## src/rtl/coin_insert_ctrl.sv

```systemverilog
// rtl/coin_insert_ctrl.sv - coin insertion session controller with credits and insert timeout
module coin_insert_ctrl #(
    parameter int CLKS_PER_SEC = 50_000_000,
    parameter int CREDIT_W     = 8
) (
    input  logic                clk_i,
    input  logic                rst_i,
    input  logic                cfg_valid_i,
    input  logic [3:0]          coin_num_per_round_i,
    input  logic [3:0]          coins_to_insert_i,
    input  logic [3:0]          wait_time_for_insert_i,
    input  logic                coin_in_i,
    input  logic                round_done_i,
    output logic [CREDIT_W-1:0] credits_o,
    output logic [3:0]          coins_inserted_o,
    output logic [3:0]          time_left_o,
    output logic                insert_active_o,
    output logic                game_start_o,
    output logic                timeout_o
);

    localparam int PW = (CLKS_PER_SEC > 1) ? $clog2(CLKS_PER_SEC) : 1;
    localparam logic [PW-1:0] PRESC_MAX = PW'(CLKS_PER_SEC - 1);
    localparam logic [CREDIT_W-1:0] CREDIT_MAX = '1;

    typedef enum logic [1:0] {
        IDLE      = 2'd0,
        WAIT_COIN = 2'd1,
        READY     = 2'd2
    } state_t;

    state_t              state_q, state_d;
    logic [3:0]          npr_q, npr_d;
    logic [3:0]          ncoin_q, ncoin_d;
    logic [3:0]          twait_q, twait_d;
    logic [PW-1:0]       presc_q, presc_d;
    logic [3:0]          cnt_q, cnt_d;
    logic [CREDIT_W-1:0] credits_q, credits_d;
    logic [3:0]          coins_q, coins_d;
    logic [3:0]          time_left_q, time_left_d;
    logic                game_start_q, game_start_d;
    logic                timeout_q, timeout_d;
    logic                credit_inc;
    logic                credit_dec;
    logic                tick;

    // State and datapath registers; reset clears everything asynchronously
    always_ff @(posedge clk_i or posedge rst_i) begin
        if (rst_i) begin
            state_q      <= IDLE;
            npr_q        <= 4'd0;
            ncoin_q      <= 4'd0;
            twait_q      <= 4'd0;
            presc_q      <= '0;
            cnt_q        <= 4'd0;
            credits_q    <= '0;
            coins_q      <= 4'd0;
            time_left_q  <= 4'd0;
            game_start_q <= 1'b0;
            timeout_q    <= 1'b0;
        end else begin
            state_q      <= state_d;
            npr_q        <= npr_d;
            ncoin_q      <= ncoin_d;
            twait_q      <= twait_d;
            presc_q      <= presc_d;
            cnt_q        <= cnt_d;
            credits_q    <= credits_d;
            coins_q      <= coins_d;
            time_left_q  <= time_left_d;
            game_start_q <= game_start_d;
            timeout_q    <= timeout_d;
        end
    end

    // Next-state logic: cfg_valid restarts from any state, otherwise per-state session handling
    always_comb begin
        state_d      = state_q;
        npr_d        = npr_q;
        ncoin_d      = ncoin_q;
        twait_d      = twait_q;
        presc_d      = presc_q;
        cnt_d        = cnt_q;
        coins_d      = coins_q;
        time_left_d  = time_left_q;
        game_start_d = 1'b0;
        timeout_d    = 1'b0;
        credit_inc   = 1'b0;
        tick         = 1'b0;

        if (cfg_valid_i) begin
            npr_d       = (coin_num_per_round_i == 4'd0) ? 4'd1 : coin_num_per_round_i;
            ncoin_d     = coins_to_insert_i;
            twait_d     = wait_time_for_insert_i;
            coins_d     = 4'd0;
            cnt_d       = 4'd0;
            time_left_d = wait_time_for_insert_i;
            presc_d     = PRESC_MAX;
            if (coins_to_insert_i == 4'd0) begin
                state_d      = READY;
                game_start_d = 1'b1;
            end else begin
                state_d = WAIT_COIN;
            end
        end else begin
            case (state_q)
                WAIT_COIN: begin
                    tick = (presc_q == '0);
                    if (tick) begin
                        presc_d = PRESC_MAX;
                        if (time_left_q != 4'd0) begin
                            time_left_d = time_left_q - 4'd1;
                        end
                    end else begin
                        presc_d = presc_q - PW'(1);
                    end
                    // A coin beats an expiry tick in the same cycle
                    if (coin_in_i) begin
                        coins_d = coins_q + 4'd1;
                        if (cnt_q + 4'd1 == npr_q) begin
                            cnt_d      = 4'd0;
                            credit_inc = 1'b1;
                        end else begin
                            cnt_d = cnt_q + 4'd1;
                        end
                        time_left_d = twait_q;
                        presc_d     = PRESC_MAX;
                        if (coins_q + 4'd1 == ncoin_q) begin
                            game_start_d = 1'b1;
                            state_d      = READY;
                        end
                    end else if (tick && twait_q != 4'd0 && time_left_q == 4'd1) begin
                        timeout_d = 1'b1;
                        state_d   = IDLE;
                    end
                end
                READY: begin
                    if (round_done_i && credits_q == CREDIT_W'(1)) begin
                        coins_d     = 4'd0;
                        cnt_d       = 4'd0;
                        time_left_d = twait_q;
                        presc_d     = PRESC_MAX;
                        state_d     = WAIT_COIN;
                    end
                end
                default: begin
                    state_d = IDLE;
                end
            endcase
        end
    end

    // Credit counter: a coin credit and a consumed round in one cycle cancel out
    always_comb begin
        credit_dec = round_done_i && (credits_q != '0);
        credits_d  = credits_q;
        if (credit_inc && !credit_dec) begin
            if (credits_q != CREDIT_MAX) begin
                credits_d = credits_q + CREDIT_W'(1);
            end
        end else if (credit_dec && !credit_inc) begin
            credits_d = credits_q - CREDIT_W'(1);
        end
    end

    assign credits_o        = credits_q;
    assign coins_inserted_o = coins_q;
    assign time_left_o      = time_left_q;
    assign insert_active_o  = (state_q == WAIT_COIN);
    assign game_start_o     = game_start_q;
    assign timeout_o        = timeout_q;

endmodule
```

## config.mk

```make
export PLATFORM = sky130hd
export DESIGN_NAME = coin_insert_ctrl
export DESIGN_NICKNAME = d
export VERILOG_FILES = /design/src/rtl/coin_insert_ctrl.sv
export SDC_FILE = /design/constraint.sdc
export NUM_CORES = 1
export LEC_CHECK = 0
export CAP_MARGIN = 20
export CORE_MARGIN = 8
export CORE_UTILIZATION = 30
export CTS_BUF_LIST = sky130_fd_sc_hd__clkbuf_4 sky130_fd_sc_hd__clkbuf_8
export CTS_CLUSTER_SIZE = 25
export DETAILED_ROUTE_END_ITERATION = 7
export GPL_TIMING_DRIVEN = 0
export SYNTH_ARGS = -nofsm -noshare
export SYNTH_HDL_FRONTEND = slang
export SYNTH_SLANG_ARGS = --single-unit
```

## constraint.sdc

```tcl
create_clock -name clk_i -period 3 [get_ports clk_i]
set_input_delay 0.3 -clock clk_i [delete_from_list [all_inputs] [get_ports clk_i]]
set_output_delay 0.3 -clock clk_i [all_outputs]
set_load 0.005 [all_outputs]
```

==> results of run 1 <==
==> what timing repair did <==
item,CTS,global route
gates resized for setup,0,1
hold buffers,0,0
endpoints found under the setup margin,0,3
==> worst reg2reg max path: cells and delay by family, from the launching register on <==
kind	cells	cell delay, ns
AO/OA/AOI/OAI	1	0.36
XOR/XNOR	1	0.19
adder cells (fa/ha/maj)	1	0.15
buffers and inverters	1	0.15
flip-flops	1	0.44
AND/OR/NAND/NOR	4	1.22
==> where the power goes <==
part | leakage [nW] | total [mW] | internal, mW | switching, mW
combinational | 0.809 | 0.780 | 0.394 | 0.386
clock | 0.117 | 0.821 | 0.506 | 0.315
sequential | 0.718 | 1.10 | 0.952 | 0.152
==> worst paths after layout <==
kind / cells past startpoint / endpoint / slack [ns] / start
worst max-delay path: 8 / presc_q[20] / 0.39 / credits_o[1]
worst min-delay path: 2 / presc_q[11] / 0.32 / rst_i
worst max register to register: 8 / presc_q[20] / 0.39 / credits_o[1]
worst min register to register: 2 / cnt_q[1] / 0.53 / cnt_q[1]
max in group asynchronous: 3 / time_left_o[2] / 2.08 / rst_i
min in group clk_i: 2 / cnt_q[1] / 0.53 / cnt_q[1]
==> synthesized netlist by cell type, types with 2 or more instances <==
cell type / number
ha_1: 12
nand3_1: 10
and2_1: 4
clkbuf_1: 4
a31oi_1: 2
xnor2_1: 30
clkbuf_8: 2
or4_1: 2
a21oi_1: 10
nand4_1: 2
buf_2: 3
o211ai_1: 3
nand2_1: 43
o21ai_0: 25
nor4_1: 16
o31ai_1: 5
mux2_2: 10
and3_1: 3
nor2_1: 36
dfrtp_1: 62
nor3_1: 10
xor2_1: 12
inv_1: 16
nand2b_1: 4
==> cells by family (layout without fill, tap and decap cells) <==
logic type,Yosys count,count (layout)
AND/OR/NAND/NOR,145,145
AO/OA/AOI/OAI,52,52
multiplexers,12,12
buffers and inverters,26,77
flip-flops,62,62
adder cells (fa/ha/maj),12,12
XOR/XNOR,43,43
==> sequential cells by signal, indices dropped and copies added (netlist names) <==
register / cells
cnt_q: 4
coins_inserted_o: 4
credits_o: 8
game_start_o: 1
ncoin_q: 4
npr_q: 4
presc_q: 26
state_q: 2
time_left_o: 4
timeout_o: 1
twait_q: 4
==> metrics by stage <==
stage,power [mW],instances
after floorplan,1.55,352
after global placement,1.88,529
after detailed placement,1.90,530
after CTS,2.74,546
after global routing,2.90,546
final,2.71,546
==> layout make-up <==
cell class,count,area [um2],share of cell area [%]
well taps,143,179,4.28
multi-input cells,264,1740,41.6
clock inverters,4,70.1,1.67
flip-flops and latches,62,1550,37.1
repair buffers,35,360,8.61
plain buffers,10,68.8,1.64
inverters,16,60.1,1.43
clock buffers,12,153,3.65
==> layer usage <==
layer	vias up	routed length, um	GRT usage, %
met2	48	3740	18.5
met3	7	355	4.14
met5	-	0	0
met1	1270	3390	12.5
met4	0	87	3.05
li1	1310	-	-
==> metrics, run 1 <==
status complete, no violations; Synth Area in Adders ~4.4%; die height 123 um; prevailing post-synth register cell dfrtp_1; Syn Nets between 300 and 400; largest net degree at the start of global routing 39; XOR/XNOR Fraction of Synth Area between 10% and 20%; drt wl/cell approximately 14 um; Worst Tran Pin Value 0.816 ns; Final ANT Viol Nets 0; Core Footprint roughly 11000 um2; Worst path max stage delay roughly 0.54 ns; skew final 0.00963 ns; synthesized flop and latch total a little over 60; max-cap check violation count 0; Synth Area in Compound Gates a little under a tenth; hold_ws about 0.32 ns; Setup WS post-layout slightly below 0.4 ns; Leak Pwr 1.64 nW; synth warn 0; Clock Pin Slew Worst Setup and Hold Paths about 0.07 ns; WL final 7580 um; port buffer count 34; CP Max Fanout 10; pre-CTS WS about 0.18 ns; most frequent cells in the layout dfrtp_1 (62), nand2_1 (43), nor2_1 (36); Tot GR Track Use a little over a tenth; Area contributors post-synth dfrtp_1 (45%), xnor2_1 (7.7%), nand2_1 (4.7%); Syn Area/Cell 9.71 um2; Worst Path Arrival 2.83 ns; 1st-iter DRT viols 118; cells after synthesis between 300 and 400; commonest non-fill, non-tap cell in the layout dfrtp_1; postcts setup bufs 0; Crit-path slowest cell nor3_1; number of global-route vias before repair about 2700; Root Buffer clkbuf_8; Critical Path End Type register; initial antenna violation count 0; Final Hold Fails 0; Ports 36; via count ~2600; CP cell instances inv_1 -> ha_1 -> nor4bb_1 -> a311oi_2 -> nor3_1 -> nand2_1 -> xor2_1 -> nand2_1; final setup vio count 0; f_max ~0.38 GHz; Slew Limit Fails 0; Rows 39; worst hold-check path type input port to async pin; final-layout fill cell count approximately 1100; number of iterations in the first detailed-routing pass 4; post-synthesis sequential area ratio between 40% and 50%; largest area contributor in the netlist dfrtp_1; top-area cell type share of the netlist area 45.4%; Synth Cell Area 3420 um2; Top delay family on crit path simple AND/OR/NAND/NOR gates; clock insertion delay at the later pin of the skew report 0.34 ns; dpl cell area between 3000 and 4000 um2; CP dominant cell by count nand2_1; relative slew slack around 46%; first-pass GRT wire length between 10000 and 15000 um; main combinational cell family by area after synthesis simple AND/OR/NAND/NOR gates; Area Overhead vs Synth 22.5%; Design Area, Final between 4000 and 5000 um2; Tmin final ~2.6 ns; RSZ-0062 raised after global routing false; fin util between 30% and 40%; routed vias/inst roughly 4.8; Netlist cell types 50; post-synthesis mux area share between 4 and 5%; layout cell share with drive strength beyond 1 a little under an eighth; TritonCTS clock tree done; peak supply drop between 0.4 and 0.5 mV; fin nets roughly 430; H-tree Lvls 3; # diodes 0; number of synthesized flops with an enable pin 0; gr ovfl total 0; part of the cycle the worst path needs 87.2%; # DRC 0; total CTS buffers 9; Max Root-Sink Buffers 2; CTS sink cnt 62; Simple-Gate Fraction of Synth Area 21.5%; startpoint type of the worst setup path register; CP Buf/Inv Count 1; Critical Path RT 3.22 ns; setup TNS 0 ns; DP Wirelength around 5600 um; DIE AREA 15100 um2; GP Congestion roughly 0.84; Power Dens Cells 647 nW/um2; Die W ~120 um; Async SR Flop Fraction between 90% and 100%; Worst Path Class, Setup register to register; Initial Util between 30% and 40%
Note: power is estimated with default switching activity, not from simulation.
==> run 2, diff against run 1 <==
--- a/config.mk
+++ b/config.mk
@@ -5,7 +5,6 @@
 export SDC_FILE = /design/constraint.sdc
 export NUM_CORES = 1
 export LEC_CHECK = 0
-export CAP_MARGIN = 20
 export CORE_MARGIN = 8
 export CORE_UTILIZATION = 30
 export CTS_BUF_LIST = sky130_fd_sc_hd__clkbuf_4 sky130_fd_sc_hd__clkbuf_8
==> results of run 2 <==
The final DEF is identical to that of run 1; final timing and power are the same.
